--- src/rtl/wr_pntr_full_pkg.sv ---
// Shared definitions for the dual-clock FIFO pointer logic: default sizing
// and Gray/binary helpers used by both clock domains.
package wr_pntr_full_pkg;

  localparam int AWIDTH_DEF      = 4;
  localparam int ALMOST_FULL_DEF = 12;
  localparam int PW_DEF          = AWIDTH_DEF + 1;

  typedef logic [PW_DEF-1:0] ptr_t;

  function automatic ptr_t bin2gray(input ptr_t b);
    return b ^ (b >> 1);
  endfunction

  function automatic ptr_t gray2bin(input ptr_t g);
    ptr_t b;
    b = g;
    for (int i = PW_DEF - 2; i >= 0; i--) begin
      b[i] = b[i+1] ^ g[i];
    end
    return b;
  endfunction

endpackage

--- src/rtl/wr_pntr_full_if.sv ---
// Write-side FIFO pointer bus: the request/read-pointer inputs and every
// flag, address and level the write-domain pointer block produces.
interface wr_pntr_full_if
  import wr_pntr_full_pkg::*;
#(
  parameter int AWIDTH = AWIDTH_DEF
);
  logic              wr_req_i;
  logic [AWIDTH:0]   rd_pntr_gray_i;
  logic              wr_en_o;
  logic [AWIDTH-1:0] wr_addr_o;
  logic [AWIDTH:0]   wr_pntr_gray_o;
  logic              wr_full_o;
  logic              wr_almost_full_o;
  logic [AWIDTH:0]   wr_usedw_o;
  logic              wr_ovf_o;

  modport master (
    output wr_req_i, rd_pntr_gray_i,
    input  wr_en_o, wr_addr_o, wr_pntr_gray_o, wr_full_o,
           wr_almost_full_o, wr_usedw_o, wr_ovf_o
  );

  modport slave (
    input  wr_req_i, rd_pntr_gray_i,
    output wr_en_o, wr_addr_o, wr_pntr_gray_o, wr_full_o,
           wr_almost_full_o, wr_usedw_o, wr_ovf_o
  );
endinterface

--- src/rtl/wr_pntr_full_gray2bin.sv ---
// Parametric Gray-to-binary converter: each binary bit is the XOR of all
// Gray bits at or above it. Pure combinational, shared with the read side.
module wr_pntr_full_gray2bin #(
  parameter int W = 5
) (
  input  logic [W-1:0] i_gray,
  output logic [W-1:0] o_bin
);
  for (genvar i = 0; i < W; i++) begin : g_bit
    assign o_bin[i] = ^i_gray[W-1:i];
  end
endmodule

--- src/rtl/wr_pntr_full.sv ---
// Write-domain pointer and full-flag generator of the dual-clock FIFO.
// Owns the write pointer (binary + Gray), RAM write enable/address and the
// full, almost-full, overflow and fill-level flags. Flags are computed from
// the synchronized read pointer, so they may overstate the fill level while
// the read pointer is still crossing, but never understate it.
module wr_pntr_full
  import wr_pntr_full_pkg::*;
#(
  parameter int AWIDTH      = AWIDTH_DEF,
  parameter int ALMOST_FULL = ALMOST_FULL_DEF
) (
  input  logic           wr_clk_i,
  input  logic           aclr_i,
  wr_pntr_full_if.slave  bus
);
  localparam int PW = AWIDTH + 1;
  localparam logic [PW-1:0] AF_LEVEL = PW'(ALMOST_FULL);

  logic [PW-1:0] r_wbin;
  logic [PW-1:0] r_gray;
  logic          r_full;
  logic          r_afull;
  logic [PW-1:0] r_usedw;
  logic          r_ovf;

  logic          w_wr_en;
  logic [PW-1:0] w_wbin_nxt;
  logic [PW-1:0] w_gray_nxt;
  logic [PW-1:0] w_rbin;
  logic [PW-1:0] w_rd_gray_full;
  logic [PW-1:0] w_usedw_nxt;
  logic          w_full_nxt;
  logic          w_afull_nxt;

  wr_pntr_full_gray2bin #(
    .W (PW)
  ) u_rd_g2b (
    .i_gray (bus.rd_pntr_gray_i),
    .o_bin  (w_rbin)
  );

  // Next-state: accept decision, pointer advance and flag evaluation.
  always_comb begin
    w_wr_en        = bus.wr_req_i & ~r_full & aclr_i;
    w_wbin_nxt     = r_wbin + {{AWIDTH{1'b0}}, w_wr_en};
    w_gray_nxt     = w_wbin_nxt ^ (w_wbin_nxt >> 1);
    // Full when the write pointer is exactly one lap ahead: in Gray this is
    // the read pointer with its two MSBs inverted.
    w_rd_gray_full = {~bus.rd_pntr_gray_i[AWIDTH:AWIDTH-1],
                      bus.rd_pntr_gray_i[AWIDTH-2:0]};
    w_full_nxt     = (w_gray_nxt == w_rd_gray_full);
    w_usedw_nxt    = w_wbin_nxt - w_rbin;
    w_afull_nxt    = (w_usedw_nxt >= AF_LEVEL);
  end

  // Pointer and flag registers; asynchronous clear returns everything to empty.
  always_ff @(posedge wr_clk_i or negedge aclr_i) begin
    if (!aclr_i) begin
      r_wbin  <= {PW{1'b0}};
      r_gray  <= {PW{1'b0}};
      r_full  <= 1'b0;
      r_afull <= 1'b0;
      r_usedw <= {PW{1'b0}};
      r_ovf   <= 1'b0;
    end else begin
      r_wbin  <= w_wbin_nxt;
      r_gray  <= w_gray_nxt;
      r_full  <= w_full_nxt;
      r_afull <= w_afull_nxt;
      r_usedw <= w_usedw_nxt;
      r_ovf   <= bus.wr_req_i & r_full;
    end
  end

  assign bus.wr_en_o          = w_wr_en;
  assign bus.wr_addr_o        = r_wbin[AWIDTH-1:0];
  assign bus.wr_pntr_gray_o   = r_gray;
  assign bus.wr_full_o        = r_full;
  assign bus.wr_almost_full_o = r_afull;
  assign bus.wr_usedw_o       = r_usedw;
  assign bus.wr_ovf_o         = r_ovf;

endmodule
--- src/flat_wrapper.sv ---
// flat-port wrapper written by rule: the top's interface ports become plain ports
module wr_pntr_full_flat import wr_pntr_full_pkg::*;
#(
  parameter int AWIDTH      = AWIDTH_DEF,
  parameter int ALMOST_FULL = ALMOST_FULL_DEF
)
  (wr_clk_i, aclr_i, bus_wr_req_i, bus_rd_pntr_gray_i, bus_wr_en_o, bus_wr_addr_o, bus_wr_pntr_gray_o, bus_wr_full_o, bus_wr_almost_full_o, bus_wr_usedw_o, bus_wr_ovf_o);
  wr_pntr_full_if #(.AWIDTH(AWIDTH)) bus_i ();
  input  logic wr_clk_i;
  input  logic aclr_i;
  input wire logic [$bits(bus_i.wr_req_i)-1:0] bus_wr_req_i;
  input wire logic [$bits(bus_i.rd_pntr_gray_i)-1:0] bus_rd_pntr_gray_i;
  output wire logic [$bits(bus_i.wr_en_o)-1:0] bus_wr_en_o;
  output wire logic [$bits(bus_i.wr_addr_o)-1:0] bus_wr_addr_o;
  output wire logic [$bits(bus_i.wr_pntr_gray_o)-1:0] bus_wr_pntr_gray_o;
  output wire logic [$bits(bus_i.wr_full_o)-1:0] bus_wr_full_o;
  output wire logic [$bits(bus_i.wr_almost_full_o)-1:0] bus_wr_almost_full_o;
  output wire logic [$bits(bus_i.wr_usedw_o)-1:0] bus_wr_usedw_o;
  output wire logic [$bits(bus_i.wr_ovf_o)-1:0] bus_wr_ovf_o;
  assign bus_i.wr_req_i = bus_wr_req_i;
  assign bus_i.rd_pntr_gray_i = bus_rd_pntr_gray_i;
  assign bus_wr_en_o = bus_i.wr_en_o;
  assign bus_wr_addr_o = bus_i.wr_addr_o;
  assign bus_wr_pntr_gray_o = bus_i.wr_pntr_gray_o;
  assign bus_wr_full_o = bus_i.wr_full_o;
  assign bus_wr_almost_full_o = bus_i.wr_almost_full_o;
  assign bus_wr_usedw_o = bus_i.wr_usedw_o;
  assign bus_wr_ovf_o = bus_i.wr_ovf_o;
  wr_pntr_full #(.AWIDTH(AWIDTH), .ALMOST_FULL(ALMOST_FULL)) u_core (.wr_clk_i(wr_clk_i), .aclr_i(aclr_i), .bus(bus_i));
endmodule
--- config.mk ---
export PLATFORM = sky130hd
export DESIGN_NAME = wr_pntr_full_flat
export DESIGN_NICKNAME = d
export VERILOG_FILES = /design/src/rtl/wr_pntr_full_pkg.sv /design/src/rtl/wr_pntr_full_if.sv /design/src/rtl/wr_pntr_full_gray2bin.sv /design/src/rtl/wr_pntr_full.sv /design/src/flat_wrapper.sv
export SDC_FILE = /design/constraint.sdc
export NUM_CORES = 1
export LEC_CHECK = 0
export BUFFER_PORTS_ARGS = -buffer_cell sky130_fd_sc_hd__clkbuf_2
export CAP_MARGIN = 20
export CELL_PAD_IN_SITES_DETAIL_PLACEMENT = 1
export CELL_PAD_IN_SITES_GLOBAL_PLACEMENT = 1
export CORE_UTILIZATION = 41
export DETAILED_ROUTE_END_ITERATION = 8
export PLACE_DENSITY_LB_ADDON = 0.1
export SKIP_CTS_REPAIR_TIMING = 1
export SYNTH_ARGS = -nofsm -noshare
export SYNTH_HDL_FRONTEND = slang
export SYNTH_SLANG_ARGS = --single-unit
export TNS_END_PERCENT = 20
--- constraint.sdc ---
create_clock -name wr_clk_i -period 4.2 [get_ports wr_clk_i]
set_clock_uncertainty 0.05 [all_clocks]
set_input_delay 1.26 -clock wr_clk_i [delete_from_list [all_inputs] [get_ports wr_clk_i]]
set_output_delay 1.26 -clock wr_clk_i [all_outputs]
set_load 0.005 [all_outputs]
* After elaboration in Yosys (flattened, before gate mapping) *
Index checks and enable logic that the tools add are counted.

word-level totals
  register bits = 18
  bits of input ports = 8
  output and inout port bits = 18
  word-level logic and storage cells = 20

operators by class
  $add $sub $neg = 2
  $lt $le $gt $ge = 1
  equal/unequal tests = 1
  bitwise logic cells = 6
  reduce and logical (&&, ||, !) cells = 4

operators by type and width
  operator                                              count
  adder 5 x 1 -> 5 bit                                  1
  == test 5 bit                                         1
  >= comparator 5 x 4 -> 1 bit (second input constant)  1
  parity 5 bit                                          1
  subtractor 5 bit                                      1
  XOR 5 x 4 -> 5 bit                                    1
  parity 4 bit                                          1
  bitwise AND 1 bit                                     3
  parity 3 bit                                          1
  inverter 2 bit                                        1
  parity 2 bit                                          1
  inverter 1 bit                                        1

* Longest topological paths before layout *
Gate-level depths: netlist (run 1).

  depth after elaboration = 6
  mapped depth = 10
  depth with buffers taken out = 10

* Hierarchy *
A second synthesis (run 1) with hierarchy kept.

second synthesis, totals
  cells, all modules = 82
  area total of the unflattened synthesis = 949.7 um^2

modules (own cells, without submodules)
  module                 times used  cells an instance  area each (um^2)  sequential area each (um^2)
  wr_pntr_full           1           76                 877.1             425.4
  wr_pntr_full_gray2bin  1           6                  72.6              0.0

* Least setup slack after synthesis (run 1) *
No wires, ideal clock.

  path type = input to register
  from = input port bus_rd_pntr_gray_i[2]
  to = register u_core.r_afull (netlist: u_core.bus.wr_almost_full_o)
  library setup time = 126 ps
  arrival time = 3589 ps
  data required time = 4024 ps
  setup slack = 435 ps
  cell stages on the path = 10
  path buffers = 0
  cells stage by stage = xnor3_2 xor2_1 xnor2_1 ha_1 inv_1 fa_1 maj3_2 a21oi_2 xnor2_1 a311o_1

between the ends
  longest elaborated chain between the ends = 3
  elaborated cells between the ends (all ways) = 5
  classes of those cells = 1 x add/sub; 1 x order compare; 3 x reduce/logical

ends and longest elaborated chain
  item                                        line                         source
  start, declared                             flat_wrapper.sv:12           input wire logic [$bits(bus_i.rd_pntr_gray_i)-1:0] bus_rd_pntr_gray_i;
  parity 5 bit, or another cell as far along  wr_pntr_full_gray2bin.sv:10  assign o_bin[i] = ^i_gray[W-1:i];
  subtractor 5 bit *                          wr_pntr_full.sv:52           w_usedw_nxt = w_wbin_nxt - w_rbin;
  via u_core.w_usedw_nxt[4]                   wr_pntr_full.sv:31           logic [PW-1:0] w_usedw_nxt;
  >= comparator 5 x 4 -> 1 bit *              wr_pntr_full.sv:53           w_afull_nxt = (w_usedw_nxt >= AF_LEVEL);
  via u_core.w_afull_nxt                      wr_pntr_full.sv:33           logic w_afull_nxt;
  end signal, assigned                        wr_pntr_full.sv:69           r_afull <= w_afull_nxt;
  end, declared                               wr_pntr_full.sv:22           logic r_afull;

Mark *: on every way through the listed nets, which the timed path passes. The rest lies on a longest branch.

* Final worst setup path (run 1) *
Ends and elaborated chain as after synthesis.

==> results of run 1 <==
[final timing paths]
kind | from | end | slack, ps
min in group asynchronous | aclr_i | u_core.bus.wr_ovf_o | 870
min | u_core.bus.wr_full_o | u_core.bus.wr_ovf_o | 470
max reg2reg | u_core.bus.wr_full_o | u_core.bus.wr_almost_full_o | 1470
max in group asynchronous | aclr_i | u_core.bus.wr_pntr_gray_o[2] | 3050
max | bus_rd_pntr_gray_i[2] | u_core.bus.wr_almost_full_o | 400
min reg2reg | u_core.bus.wr_full_o | u_core.bus.wr_ovf_o | 470
[per-layer routing]
metal | up-vias | wire length, um | global-route usage
met1 | 283 | 640 | 0.200
met5 | - | 0 | 0
met3 | 2 | 34 | 0.0226
li1 | 278 | - | -
met4 | 0 | 26 | 0.0857
met2 | 12 | 848 | 0.282
[flip-flops by register name, indices dropped and copies added, names as in the netlist]
name,cells
u_core.bus.wr_full_o,1
u_core.bus.wr_ovf_o,1
u_core.r_wbin,4
u_core.bus.wr_usedw_o,5
u_core.bus.wr_pntr_gray_o,5
u_core.bus.wr_almost_full_o,1
[power by group through the flow]
stage | Sequential [mW] | Combinational, mW | Clock (mW)
2_1_floorplan | 0.295 | 0.301 | 0
3_3_place_gp | 0.284 | 0.447 | 0
3_5_place_dp | 0.289 | 0.466 | 0
4_1_cts | 0.285 | 0.468 | 0.0893
5_1_grt | 0.294 | 0.518 | 0.0981
6_report | 0.284 | 0.452 | 0.0862
[worst max-delay path, cell delays in order]
cell and delay (ps):
clkbuf_2 110, xnor3_2 500, xor2_1 350, xnor2_1 170
ha_1 160, inv_1 60, fa_1 450, maj3_2 350
a21oi_2 140, xnor2_1 100, a311o_1 280
[Yosys cell counts (all sizes together), types with 2 or more instances]
master  number
xor2        14
xnor2        5
and3b        2
dfrtp       17
nor2         2
a21oi        2
nand3        3
inv          5
o21ai        2
ha           5
[logic make-up (layout without fill, tap and decap cells)]
logic type	Yosys count	in the layout	share of synthesized area
DFF	17	17	0.501
and+or+nand+nor	12	12	0.0825
xor gates and xnor gates	20	20	0.233
AOI/OAI and AO/OA	6	6	0.0515
adders and majority gates	7	7	0.110
buffers and inverters	5	35	0.0221
[cells in the final DEF, fill, tap and decap left out, types with 2 or more instances in the layout]
master,n
ha_1,5
nand3_1,3
clkbuf_2,25
and3b_1,2
inv_1,5
xnor2_1,5
xor2_1,13
nor2_1,2
o21ai_0,2
dfrtp_1,17
clkbuf_4,3
[final cells by class]
cell class | instances | area (sq um) | area share
Clock buffer | 3 | 22.5 | 0.0216
Timing Repair Buffer | 26 | 133 | 0.127
Inverter | 5 | 18.8 | 0.0180
Tap cell | 27 | 33.8 | 0.0324
Sequential cell | 17 | 425 | 0.408
Clock inverter | 1 | 5.00 | 0.00480
Multi-Input combinational cell | 45 | 405 | 0.388
==> results.cfg, run 1 <==
[status]
status = finished, final reports clean

[synth]
synth-main-ff-cell = dfrtp_1
synth-async-reset-ratio = 1.00
syn_area_per_cell_sq_um = 12.7
netlist_area_sq_um = 850
synth_nets = 81
yosysWarningCount = 0
yosysUniqueCellTypes = 22
ys_seq_elements = 17
yosysSeqAreaShare = 0.501
yosys.area.top_type_share = 0.501
yosys-top-cells-area = dfrtp_1, xor2_1, ha_1
synth_edf_count = 0
synth_top_area_cell = dfrtp_1
synth_cells = 67

[flow_run]
maxCapViolCount = 0

[power_and_ir_drop]
internal-power_mw = 0.495
pwr-share-comb = 0.550
p_leak_nw = 0.536
p_total_mw = 0.821
power_frac_clock = 0.105
p_seq_frac = 0.345
ir_drop_uv = 392
switching_share = 0.398
power.density_mw_per_mm2 = 787
power_switching_mw = 0.327

[sta]
rsz0062_at_grt = no
period_share = 0.905
worst_pin_slew_ps = 509
finalCriticalPeriod_ps = 3800
maxSlewViolCount = 0
slew_headroom = 0.660
hold_viol = 0
fin_hold_ws_ps = 470
fmax_mhz = 263
fin_tns_setup_ps = 0
timing.final.ws_setup_ps = 400
setup_viol = 0

[grt]
grt.overflow.total = 0
grt_max_degree = 18
grt_pass1_wl_um = 2440
antenna_found_initial = 0
grt_usage = 0.164
grt_pass1_vias = 542

[cells_and_area]
finalInstanceArea_sq_mm = 0.00104
diodes = 0
syn_to_final_growth_pct = 22.8
fillers = 232
fin_util = 0.532
finalNetCount = 112
drive_above_1_share = 0.361
instances_no_fill = 124

[clock_network]
cts-root-buf = clkbuf_4
clockBufferDepth = 2
cts_buffers = 3
cts_tree = yes
clk-insertion-delay-late_ps = 280
clk_pin_slew_ps = 100
cts.sinks = 17
cts_max_level = 1

[setup_path]
cp-start-kind = primary input
arrival_ps = 3920
path_max_fanout = 6
end_kind = flip-flop
required_ps = 4320
critPathKind = primary input to flip-flop
r2r_cells = 8

[placement]
place_congestion = 0.706
dp.cells = 120
place_hpwl_um = 1270
placed_area_sq_mm = 0.00102
place_ws_ps = 63.4
portBuffers = 25

[routing]
drt_iter0_drc = 3
totalWireLength_um = 1550
vias_per_cell = 4.64
drtPass1Iterations = 3
ant_nets = 0
wl_per_cell_um = 12.5
drc = 0
vias = 575

[floorplanning]
dieArea_sq_mm = 0.00226
rows = 16
start_util = 0.433
core_sq_mm = 0.00196
die_h_um = 47.5
io_pins = 26
die_w_um = 47.5

[min_path]
hold_class = flip-flop to flip-flop
hold_depth = 1
(Power assumes the default switching activity.)
==> inputs of run 2 (changes only) <==
- BUFFER_PORTS_ARGS: -buffer_cell sky130_fd_sc_hd__clkbuf_2 -> unset
- CORE_UTILIZATION: 41 -> 45
- DONT_BUFFER_PORTS: unset -> 1
==> run 2 against run 1 <==
Net effect: utilization is 1.2 points lower; critical path depth shrank 1; non-clock buffer count is 26 lower; register-to-register slack got worse by 80 ps; fmax rose by 2.9%; clock power down 2%; hold slack better by 34 ps; count of clock-buffer cells in the layout rose by 1; die area is 8.5% lower; flip-flop and latch count is the same.
==> results.cfg, run 2 (same netlist as run 1, synthesis figures left out) <==
[flow_run]
maxCapViolCount = 0

[cells_and_area]
fillers = 199
layout_commonest_cell = dfrtp_1
syn_to_final_growth_pct = 6.77
drive_above_1_share = 0.113
finalNetCount = 86
final_cell_mix = dfrtp_1, xor2_1, inv_1, xnor2_1, ha_1
fin_util = 0.520
diodes = 0

[clock_network]
cts_buffers = 3
cts-root-buf = clkbuf_4
cts_tree = yes
clockBufferDepth = 2
clk_pin_slew_ps = 90
cts.sinks = 17
clk-insertion-delay-late_ps = 280
cts_max_level = 1

[sta]
setup_viol = 0
timing.final.ws_setup_ps = 506
slew_headroom = 0.678
maxSlewViolCount = 0
worst_pin_slew_ps = 483
finalCriticalPeriod_ps = 3690
fmax_mhz = 271
hold_viol = 0
period_share = 0.879
rsz0062_at_grt = no
fin_tns_setup_ps = 0
fin_hold_ws_ps = 504

[routing]
drc = 0
met1Wirelength_um = 585
wl_per_cell_um = 15.7
drtPass1Iterations = 1
highest_layer = met4
drt_iter0_drc = 0
totalWireLength_um = 1510
met2_length_um = 825
vias = 491
wl_met3_um = 84
vias_per_cell = 5.11
ant_nets = 0

[placement]
place_congestion = 0.651
place_hpwl_um = 1240
portBuffers = 0
place_ws_ps = 196

[grt]
grt_usage = 0.177
grt_max_degree = 19
antenna_found_initial = 0
grt_pass1_vias = 554
grt.overflow.total = 0
grt_pass1_wl_um = 2510

[setup_path]
worstSetupStartpoint = bus_rd_pntr_gray_i[2]
endpoint = u_core.bus.wr_almost_full_o
r2r_end = u_core.bus.wr_almost_full_o
r2r_start = u_core.bus.wr_full_o
critPathKind = primary input to flip-flop
r2r_cells = 8
cp-start-kind = primary input
ff2ff_setup_slack_ps = 1390
arrival_ps = 3810
path_max_fanout = 6
required_ps = 4320
end_kind = flip-flop

[floorplanning]
core_sq_mm = 0.00175
die_w_um = 45.5
start_util = 0.487
dieArea_sq_mm = 0.00207
io_pins = 26
rows = 15
die_h_um = 45.5

[power_and_ir_drop]
p_leak_nw = 0.423
ir_drop_uv = 293
power.density_mw_per_mm2 = 835

[min_path]
hold_class = flip-flop to flip-flop
hold_start = u_core.bus.wr_full_o

[status]
status = finished, final reports clean
-- run 2: routing by layer --
metal  vias to the layer above  global-route usage
li1                        228                   -
met1                       246               0.211
met2                        15               0.297
met3                         2              0.0397
met4                         0              0.0909
met5                         -                   0
-- run 2: cell type report --
type	instances	area [sq um]	area share
flip-flops and latches	17	425	0.469
well taps	25	31.3	0.0345
clock buffers	4	26.3	0.0290
multi-input cells	45	405	0.447
inverters	5	18.8	0.0207
-- run 2: worst min-delay path by stage --
| stage | slack, ps | endpoint | depth (start not counted) |
|---|---|---|---|
| floorplan | 450 | u_core.bus.wr_ovf_o | 1 |
| global placement | 460 | u_core.bus.wr_ovf_o | 1 |
| detailed placement | 500 | u_core.bus.wr_ovf_o | 1 |
| CTS | 530 | u_core.bus.wr_ovf_o | 1 |
| global route | 560 | u_core.bus.wr_ovf_o | 1 |
| finish | 500 | u_core.bus.wr_ovf_o | 1 |
-- run 2: metrics by stage --
step	cells	total power, mW	instance area, sq um
floorplan	67	0.596	850
global placement	92	0.658	881
detailed placement	92	0.689	881
CTS	96	0.774	907
global route	96	0.838	907
finish	96	0.757	907
-- run 2: power breakdown --
group	leakage (nW)	internal, mW	switching, mW
Clock	0.0150	0.0368	0.0474
Sequential	0.204	0.249	0.0521
Combinational	0.203	0.163	0.210
Total	0.423	0.448	0.309
-- run 2: critical path, cell delays in order --
cell and delay, ps:
xnor3_2 460, xor2_1 350, xnor2_1 190, ha_1 180, inv_1 60, fa_1 440
maj3_2 350, a21oi_2 150, xnor2_1 100, a311o_1 290
==> inputs of run 3 (changes only) <==
- ABC_AREA: unset -> 1
- SKIP_LAST_GASP: unset -> 1
==> run 3 against run 2 <==
Net effect: global-route usage increased by 1.4 points; fmax increased by 22%; area after synthesis increased by 12%; flip-flop and latch count unchanged; count of clock-buffer cells in the layout unchanged; cell count increased by 42%; non-clock buffer count unchanged; power increased by 4.4%; critical path depth increased by 6; hold slack improved by 6.0 ps; worst setup slack improved by 670 ps; die area increased by 12%.
==> results.cfg, run 3 <==
[status]
status = finished, final reports clean

[synth]
synth_top_area_cell = dfrtp_1
synth_nets = 119
netlist_area_sq_um = 952
yosys-top-cells-area = dfrtp_1, nand2_1, ha_1
yosysSeqAreaShare = 0.447
synth_edf_count = 0
synth_cells = 105
yosysWarningCount = 0
ys_seq_elements = 17
yosys.area.top_type_share = 0.447
synth-main-ff-cell = dfrtp_1
yosysUniqueCellTypes = 16
synth-async-reset-ratio = 1.00
syn_area_per_cell_sq_um = 9.07
ys_top_cells_by_count = nand2_1, dfrtp_1, inv_1, nand3_1
yosysMostFrequentCell = nand2_1

[sta]
rsz0062_at_grt = no
slew_headroom = 0.817
fmax_mhz = 331
maxSlewViolCount = 0
hold_viol = 0
fin_tns_setup_ps = 0
finalCriticalPeriod_ps = 3020
setup_viol = 0
worst_pin_slew_ps = 274
period_share = 0.719

[grt]
grt_pass1_wl_um = 2950
gr-usage-met1 = 0.252
top_usage_layer = met2
grt_max_degree = 19
grt_usage = 0.191
grt.overflow.total = 0
grt_pass1_vias = 679
grtUsageMet2 = 0.308
antenna_found_initial = 0
use_met3 = 0.0415

[routing]
ant_nets = 0
vias = 647
wl_per_cell_um = 13.4
drt_iter0_drc = 2
totalWireLength_um = 1830
drtPass1Iterations = 2
drc = 0
vias_per_cell = 4.76

[setup_path]
r2r_start = u_core.bus.wr_full_o
ff2ff_setup_slack_ps = 1940
r2r_cells = 10
cp-start-kind = primary input
endpoint = u_core.bus.wr_almost_full_o
arrival_ps = 3150
required_ps = 4320
r2r_end = u_core.bus.wr_almost_full_o
worstSetupStartpoint = bus_rd_pntr_gray_i[3]
path_max_fanout = 3
critPathKind = primary input to flip-flop
end_kind = flip-flop

[cells_and_area]
instances_no_fill = 136
diodes = 0
finalInstanceArea_sq_mm = 0.00101
final_cell_mix = nand2_1, dfrtp_1, inv_1
layout_commonest_cell = nand2_1
finalNetCount = 124
drive_above_1_share = 0.147
syn_to_final_growth_pct = 6.31
fillers = 231

[placement]
dp.cells = 132
placed_area_sq_um = 986
portBuffers = 0
place_congestion = 0.718
place_hpwl_um = 1510

[clock_network]
clk-insertion-delay-late_ps = 280
clockBufferDepth = 2
cts_tree = yes
clk_pin_slew_ps = 90
cts.sinks = 17
cts-root-buf = clkbuf_4
cts_max_level = 1
cts_buffers = 3

[floorplanning]
die_h_um = 48
dieArea_sq_mm = 0.00230
io_pins = 26
rows = 16
die_w_um = 48
start_util = 0.480
core_sq_mm = 0.00198

[power_and_ir_drop]
power.density_mw_per_mm2 = 781
ir_drop_uv = 370
p_leak_nw = 0.541

[flow_run]
maxCapViolCount = 0

[min_path]
hold_class = flip-flop to flip-flop
hold_depth = 2
[run 3: cell count changes after synthesis, moves of 2 or more]
| cell | before | now |
|---|---|---|
| nand2_1 | 1 | 31 |
| and3b_1 | 2 | 0 |
| nand3_1 | 3 | 10 |
| inv_1 | 5 | 14 |
| xnor2_2 | 0 | 2 |
| nand2_2 | 0 | 5 |
| nand3_2 | 0 | 4 |
| xor2_1 | 13 | 5 |
| o21ai_0 | 2 | 0 |
[run 3: stage by stage]
step | utilization | setup WS (ps) | power (mW) | hold WS, ps
finish | 0.511 | 1180 | 0.791 | 510
global route | 0.511 | 957 | 0.883 | 567
detailed placement | 0.497 | 879 | 0.718 | 500
floorplan | - | 1100 | 0.628 | 428
CTS | 0.511 | 1190 | 0.807 | 523
global placement | 0.497 | 964 | 0.695 | 454
[run 3: worst min-delay path by stage]
| stage | from | end | slack (ps) |
|---|---|---|---|
| after floorplan | u_core.bus.wr_full_o | u_core.bus.wr_ovf_o | 430 |
| after global placement | u_core.bus.wr_full_o | u_core.bus.wr_ovf_o | 450 |
| after detailed placement | u_core.bus.wr_full_o | u_core.bus.wr_ovf_o | 500 |
| after CTS | u_core.bus.wr_full_o | u_core.bus.wr_ovf_o | 520 |
| after global routing | u_core.bus.wr_full_o | u_core.bus.wr_ovf_o | 570 |
| final | u_core.bus.wr_full_o | u_core.bus.wr_ovf_o | 510 |
[run 3: cell type report]
class                      count  area [sq um]  area share
clock buffer                   4          26.3      0.0260
sequential                    17           425       0.420
inverter                      15          56.3      0.0556
tap                           27          33.8      0.0334
multi-input combinational     73           470       0.465
[run 3: where the power goes]
part | switching (mW) | internal (mW)
Combinational | 0.239 | 0.157
Clock | 0.0475 | 0.0368
Sequential | 0.0625 | 0.247
[run 3: routing by layer]
metal / share of wire / wire length, um / up-vias
met2: 0.48 / 878 / 18
li1: - / - / 329
met5: 0 / 0 / -
met3: 0.063 / 115 / 2
met4: 0.0055 / 10 / 0
met1: 0.45 / 821 / 298
[run 3: logic make-up after synthesis]
group / after synthesis / share of synthesized area
buffers and inverters: 15 / 0.0591
xor gates and xnor gates: 12 / 0.134
DFF: 17 / 0.447
adders and majority gates: 6 / 0.0867
AOI/OAI and AO/OA: 1 / 0.00525
and+or+nand+nor: 54 / 0.268
[run 3: critical path: stages]
cell and delay, ps:
inv_1 60, nand2_1 100, nand2_1 90, nand2_1 80, nand2_1 120, xor2_2 250
xnor2_1 160, ha_1 170, inv_1 60, fa_1 370, inv_1 90, nand2_1 50
nand3_1 80, nand2_1 70, nand2_2 60, nand3_1 70
